**src/rtl/core_pkg.sv**
```systemverilog
// Shared core types: LSU operation encoding, LSU controller states and defaults.
package core_pkg;

    typedef enum logic [3:0] {
        LSU_NONE_OP                 = 4'd0,
        LSU_LOAD_BYTE               = 4'd1,
        LSU_LOAD_BYTE_UNSIGNED      = 4'd2,
        LSU_LOAD_HALF_WORD          = 4'd3,
        LSU_LOAD_HALF_WORD_UNSIGNED = 4'd4,
        LSU_LOAD_WORD               = 4'd5,
        LSU_STORE_BYTE              = 4'd6,
        LSU_STORE_HALF_WORD         = 4'd7,
        LSU_STORE_WORD              = 4'd8
    } lsu_op_t;

    typedef enum logic [1:0] {
        IDLE = 2'd0,
        REQ  = 2'd1,
        WAIT = 2'd2,
        DONE = 2'd3
    } lsu_state_t;

    localparam int unsigned LSU_TIMEOUT_DEFAULT = 255;

    function automatic logic lsu_is_store(lsu_op_t op);
        return op inside {LSU_STORE_BYTE, LSU_STORE_HALF_WORD, LSU_STORE_WORD};
    endfunction

endpackage

```
**src/rtl/lsu_data_align.sv**
```systemverilog
// Combinational lane logic: byte enables, store replication, load extraction, alignment.
module lsu_data_align
    import core_pkg::*;
(
    input  lsu_op_t     i_op,
    input  logic [1:0]  i_addr_lo,
    input  logic [31:0] i_wdata,
    input  logic [31:0] i_rdata,
    output logic [3:0]  o_be,
    output logic [31:0] o_wdata,
    output logic [31:0] o_rdata,
    output logic        o_misaligned
);

    logic [7:0]  w_byte;
    logic [15:0] w_half;

    assign w_byte = i_rdata[{i_addr_lo, 3'b000} +: 8];
    assign w_half = i_addr_lo[1] ? i_rdata[31:16] : i_rdata[15:0];

    // Decode access size into enables, replicated store data and extended load data
    always_comb begin
        o_be         = 4'b0000;
        o_wdata      = i_wdata;
        o_rdata      = '0;
        o_misaligned = 1'b0;
        case (i_op)
            LSU_LOAD_BYTE, LSU_LOAD_BYTE_UNSIGNED, LSU_STORE_BYTE: begin
                o_be    = 4'b0001 << i_addr_lo;
                o_wdata = {4{i_wdata[7:0]}};
                o_rdata = (i_op == LSU_LOAD_BYTE) ? {{24{w_byte[7]}}, w_byte} : {24'h0, w_byte};
            end
            LSU_LOAD_HALF_WORD, LSU_LOAD_HALF_WORD_UNSIGNED, LSU_STORE_HALF_WORD: begin
                o_be         = i_addr_lo[1] ? 4'b1100 : 4'b0011;
                o_wdata      = {2{i_wdata[15:0]}};
                o_rdata      = (i_op == LSU_LOAD_HALF_WORD) ? {{16{w_half[15]}}, w_half}
                                                            : {16'h0, w_half};
                o_misaligned = i_addr_lo[0];
            end
            LSU_LOAD_WORD, LSU_STORE_WORD: begin
                o_be         = 4'b1111;
                o_rdata      = i_rdata;
                o_misaligned = |i_addr_lo;
            end
            default: ;
        endcase
    end

endmodule

```
**src/rtl/lsu_ctrl.sv**
```systemverilog
// LSU controller: accepts one op, runs the req/gnt/rvalid bus handshake, reports done.
module lsu_ctrl
    import core_pkg::*;
#(
    parameter int unsigned TIMEOUT_CYCLES = LSU_TIMEOUT_DEFAULT
) (
    input  logic        clk,
    input  logic        rst_n,
    input  logic        op_valid,
    input  lsu_op_t     op,
    input  logic [31:0] addr,
    input  logic [31:0] wdata,
    output logic        busy,
    output logic        done,
    output logic [31:0] rdata,
    output logic        misaligned,
    output logic        bus_err,
    output logic        mem_req,
    output logic        mem_we,
    output logic [31:0] mem_addr,
    output logic [3:0]  mem_be,
    output logic [31:0] mem_wdata,
    input  logic        mem_gnt,
    input  logic        mem_rvalid,
    input  logic [31:0] mem_rdata
);

    localparam logic [7:0] TimeoutLim = 8'(TIMEOUT_CYCLES);

    lsu_state_t  r_state;
    lsu_op_t     r_op;
    logic [1:0]  r_addr_lo;
    logic [7:0]  r_cnt;

    lsu_op_t     w_sel_op;
    logic [1:0]  w_sel_addr_lo;
    logic [3:0]  w_be;
    logic [31:0] w_wdata;
    logic [31:0] w_rdata;
    logic        w_misaligned;
    logic [7:0]  w_cnt_inc;
    logic        w_timeout;

    // In IDLE the aligner looks at the incoming op; afterwards at the latched one
    assign w_sel_op      = (r_state == IDLE) ? op : r_op;
    assign w_sel_addr_lo = (r_state == IDLE) ? addr[1:0] : r_addr_lo;
    assign w_cnt_inc     = r_cnt + 8'd1;
    assign w_timeout     = (w_cnt_inc == TimeoutLim);

    lsu_data_align u_align (
        .i_op         (w_sel_op),
        .i_addr_lo    (w_sel_addr_lo),
        .i_wdata      (wdata),
        .i_rdata      (mem_rdata),
        .o_be         (w_be),
        .o_wdata      (w_wdata),
        .o_rdata      (w_rdata),
        .o_misaligned (w_misaligned)
    );

    // FSM with registered bus and completion outputs
    always_ff @(posedge clk or negedge rst_n) begin
        if (!rst_n) begin
            r_state    <= IDLE;
            r_op       <= LSU_NONE_OP;
            r_addr_lo  <= '0;
            r_cnt      <= '0;
            busy       <= 1'b0;
            done       <= 1'b0;
            rdata      <= '0;
            misaligned <= 1'b0;
            bus_err    <= 1'b0;
            mem_req    <= 1'b0;
            mem_we     <= 1'b0;
            mem_addr   <= '0;
            mem_be     <= '0;
            mem_wdata  <= '0;
        end else begin
            done       <= 1'b0;
            misaligned <= 1'b0;
            bus_err    <= 1'b0;
            rdata      <= '0;
            case (r_state)
                IDLE: begin
                    if (op_valid && (op != LSU_NONE_OP)) begin
                        busy <= 1'b1;
                        if (w_misaligned) begin
                            r_state    <= DONE;
                            done       <= 1'b1;
                            misaligned <= 1'b1;
                        end else begin
                            r_state   <= REQ;
                            r_op      <= op;
                            r_addr_lo <= addr[1:0];
                            r_cnt     <= '0;
                            mem_req   <= 1'b1;
                            mem_we    <= lsu_is_store(op);
                            mem_addr  <= {addr[31:2], 2'b00};
                            mem_be    <= w_be;
                            mem_wdata <= w_wdata;
                        end
                    end
                end
                REQ: begin
                    r_cnt <= w_cnt_inc;
                    if (w_timeout || mem_gnt) begin
                        mem_req   <= 1'b0;
                        mem_we    <= 1'b0;
                        mem_addr  <= '0;
                        mem_be    <= '0;
                        mem_wdata <= '0;
                    end
                    // The limit wins over a grant arriving in the same cycle
                    if (w_timeout) begin
                        r_state <= DONE;
                        done    <= 1'b1;
                        bus_err <= 1'b1;
                    end else if (mem_gnt) begin
                        r_state <= WAIT;
                    end
                end
                WAIT: begin
                    r_cnt <= w_cnt_inc;
                    if (w_timeout) begin
                        r_state <= DONE;
                        done    <= 1'b1;
                        bus_err <= 1'b1;
                    end else if (mem_rvalid) begin
                        r_state <= DONE;
                        done    <= 1'b1;
                        rdata   <= lsu_is_store(r_op) ? 32'h0 : w_rdata;
                    end
                end
                DONE: begin
                    r_state <= IDLE;
                    busy    <= 1'b0;
                end
                default: r_state <= IDLE;
            endcase
        end
    end

endmodule

```
**config.mk**
```make
export PLATFORM = sky130hd
export DESIGN_NAME = lsu_ctrl
export DESIGN_NICKNAME = d
export VERILOG_FILES = /design/src/rtl/core_pkg.sv /design/src/rtl/lsu_data_align.sv /design/src/rtl/lsu_ctrl.sv
export SDC_FILE = /design/constraint.sdc
export NUM_CORES = 1
export LEC_CHECK = 0
export CAP_MARGIN = 10
export CORE_MARGIN = 2
export CORE_UTILIZATION = 42
export CTS_CLUSTER_DIAMETER = 80
export DETAILED_ROUTE_END_ITERATION = 8
export PLACE_DENSITY = 0.81
export REMOVE_ABC_BUFFERS = 1
export SLEW_MARGIN = 20
export SYNTH_ARGS = -nofsm -noshare
export SYNTH_HDL_FRONTEND = slang
export SYNTH_SLANG_ARGS = --single-unit
```
**constraint.sdc**
```tcl
create_clock -name clk -period 2.9 [get_ports clk]
set_clock_uncertainty 0.15 [all_clocks]
set_input_delay 0.29 -clock clk [delete_from_list [all_inputs] [get_ports clk]]
set_output_delay 0.29 -clock clk [all_outputs]
set_load 0.1 [all_outputs]
```
==> flow_metrics.tcl <==
set metrics [dict create \
    fin_cells 1049 \
    die_area_sq_mm 0.0161 \
    critPathMaxStageDelay_ns 0.38 \
    placed_cells 1001 \
    drtPass1Iterations 5 \
    syn_avg_cell_area_sq_um 10.7 \
    fmax_mhz 357 \
    start_kind "flop" \
    nNetsFinal 964 \
    dr_wl_met3_microns 1400 \
    min_period_over_period 0.965 \
    hold_violations 0 \
    initial_core_util 0.434 \
    fin_crit_ns 2.80 \
    synthArstFlopShare 1.00 \
    fillers 1089 \
    path_clk_slew_ns 0.06 \
    slew_headroom 0.634 \
    syn_to_final_growth_pct 50.2 \
    place_congestion 0.904 \
    io_pins 211 \
    ctsRootBufferMaster "clkbuf_16" \
    crit_chain "inv_2, ha_4, buf_6, mux2_4, a2111oi_4, a21oi_1, buf_4, o221ai_4, buf_12, clkbuf_16, mux2_2" \
    syn_inst 595 \
    grt_max_degree 54 \
    tightest_slew_ns 0.549 \
    drc 0 \
    clock_sinks 120 \
    synth_edf_count 0 \
    ant_nets 0 \
    grt_overflow 0 \
    crit_slowest_cell "dfrtp_1" \
    coreArea_sq_mm 0.0146 \
    num_rows 44 \
    top_layer "met4" \
    antenna_cells 0 \
    crit_family "buffers and inverters" \
    yosysUniqueCellTypes 63 \
    wl_per_cell_microns 18.9 \
    ys_dominant_reg_cell "dfrtp_1" \
    required_ns 3.05 \
    wl_met2_microns 9820 \
    syn_area_sq_mm 0.00636 \
    ys_seq_elements 120 \
    drt_iter0_markers 417 \
    cts_max_path_buffers 2 \
    htree_levels 4 \
    drive_gt1_frac 0.312 \
    dp_hpwl_microns 13900 \
    hold_class "in2async" \
    setup_viol 0 \
    timing.final.ws_setup_ns 0.101 \
    cp_num_buf_inv 5 \
    path_depth 11 \
    viasPerCell 5.43 \
    cts_tree "done" \
    first_global_vias 5637 \
    place_ws_ns -0.0150 \
    antenna_found_initial 0 \
    regArea_sq_mm 0.00300 \
    dieWidth_microns 127 \
    multi_input_area_sq_mm 0.00303 \
    worstPathMaxFanout 13 \
    worstRegToRegCells 11 \
    cts_buffers 17 \
    outcome "finished clean" \
    vias 5691 \
    wl_microns 19800 \
    end_kind "flop" \
    ys_warn_count 0 \
    worstSetupPathType "reg2reg" \
    seq_area_frac_synth 0.472 \
    die_height_microns 127 \
    grt_pass1_wl_microns 30200 \
    met1_length_microns 8080 \
    cp.arrival_ns 2.95 \
    timing.hold.ws_ns 0.242 \
    gr-usage-all-layers 0.240 \
    slew_viol_final 0 \
    numPortBuffers 208 \
    clock_latency_ns 0.42 \
    cap_violations 0 \
]
==> sequential cells by signal, summed over array words and instances (netlist names) <==
signal	flops
bus_err	1
busy	1
done	1
mem_addr	30
mem_be	4
mem_req	1
mem_wdata	32
mem_we	1
misaligned	1
r_addr_lo	2
r_cnt	8
r_op	4
r_state	2
rdata	32
==> cell usage after synthesis (all sizes together) (2+ instances only) <==
| master | instances | area (sq um) |
|---|---|---|
| nor3 | 11 | 71.3 |
| and2 | 4 | 25.0 |
| a222oi | 7 | 70.1 |
| o21a | 3 | 22.5 |
| o221ai | 10 | 105 |
| o21ai | 30 | 150 |
| dfrtp | 120 | 3000 |
| clkbuf | 15 | 56.3 |
| a21oi | 25 | 125 |
| a32o | 2 | 20.0 |
| buf | 23 | 189 |
| ha | 7 | 87.6 |
| mux2 | 47 | 529 |
| o211ai | 9 | 72.6 |
| nor2b | 32 | 200 |
| a211oi | 2 | 20.0 |
| nor2 | 29 | 109 |
| a31oi | 10 | 77.6 |
| nand2 | 72 | 273 |
| or2 | 2 | 12.5 |
| nand4 | 4 | 25.0 |
| a22oi | 3 | 22.5 |
| mux2i | 42 | 457 |
| o22ai | 2 | 12.5 |
| xnor2 | 2 | 17.5 |
| a22o | 5 | 43.8 |
| a21o | 4 | 30.0 |
| inv | 33 | 124 |
| a21boi | 2 | 15.0 |
| nand3 | 13 | 65.1 |
| mux4 | 7 | 158 |
==> per-layer routing <==
| metal | GRT usage | vias up |
|---|---|---|
| met5 | 0 | - |
| met4 | 0.103 | 0 |
| met3 | 0.0574 | 50 |
| met2 | 0.404 | 247 |
| met1 | 0.297 | 2756 |
| li1 | - | 2638 |
==> cells in the final DEF, fill, tap and decap left out, types with 3 or more instances in the layout <==
master and count:
a21o_1 4, a21oi_1 25, a222oi_1 7, a22o_1 4, a22oi_1 3, a31oi_1 9, and2_1 4, buf_12 4
buf_4 159, buf_6 3, bufinv_16 7, clkbuf_16 20, clkdlybuf4s50_1 103, clkinv_2 3, dfrtp_1 120, ha_1 5
inv_1 31, mux2_1 10, mux2_2 36, mux2i_1 37, mux2i_4 3, mux4_2 7, nand2_1 71, nand3_1 13
nand4_1 4, nor2_1 29, nor2b_1 32, nor3_1 9, o211ai_1 8, o21a_1 3, o21ai_0 26, o21ai_1 4
o221ai_1 9
==> worst paths after layout <==
kind	from	to	slack, ns
worst min-delay path	rst_n	mem_addr[8]$_DFFE_PN0P_	0.24
worst max register to register	r_state[0]$_DFFE_PN0P_	mem_addr[20]$_DFFE_PN0P_	0.10
worst min register to register	mem_req$_DFFE_PN0P_	mem_req$_DFFE_PN0P_	0.33
worst max-delay path	r_state[0]$_DFFE_PN0P_	mem_addr[20]$_DFFE_PN0P_	0.10
min in group clk	mem_rdata[20]	rdata[20]$_DFF_PN0_	0.33
max in group asynchronous	rst_n	mem_wdata[10]$_DFFE_PN0P_	1.59
==> repair_timing <==
action / 4_1_cts / 5_1_grt
hold buffers: 1 / 0
buffers inserted: 0 / 12
gates cloned: 0 / 3
endpoints found under the hold margin: 37 / 0
gates resized for setup: 1 / 16
endpoints found under the setup margin: 1 / 89
pin swaps: 0 / 3
==> through the flow <==
stage | util | setup TNS (ns) | cell area, sq um
2_1_floorplan | - | -111.72 | 6110
3_3_place_gp | 0.587 | 0 | 8600
3_5_place_dp | 0.587 | -0.0150 | 8600
4_1_cts | 0.635 | 0 | 9310
5_1_grt | 0.652 | -0.373 | 9550
6_report | 0.652 | 0 | 9550
==> kinds of logic (layout without fill, tap and decap cells) <==
| group | count (synthesis) | after routing | synth area share |
|---|---|---|---|
| AO/OA/AOI/OAI | 123 | 123 | 0.139 |
| XOR/XNOR | 2 | 2 | 0.00276 |
| adder cells (fa/ha/maj) | 7 | 7 | 0.0138 |
| buffers and inverters | 72 | 341 | 0.0587 |
| flip-flops | 120 | 120 | 0.472 |
| multiplexers | 96 | 96 | 0.180 |
| other | 1 | 2 | 0.000590 |
| AND/OR/NAND/NOR | 174 | 174 | 0.133 |
==> layout make-up <==
class | count | share of cell area
tap | 184 | 0.0241
timing repair buffer | 275 | 0.258
inverter | 34 | 0.0134
multi-input combinational | 404 | 0.317
sequential | 120 | 0.315
clock inverter | 13 | 0.0261
clock buffer | 19 | 0.0464
Power is left out: the tool's default activity adds up to more than one toggle a clock period on the data nets, which glitch-free logic cannot reach.
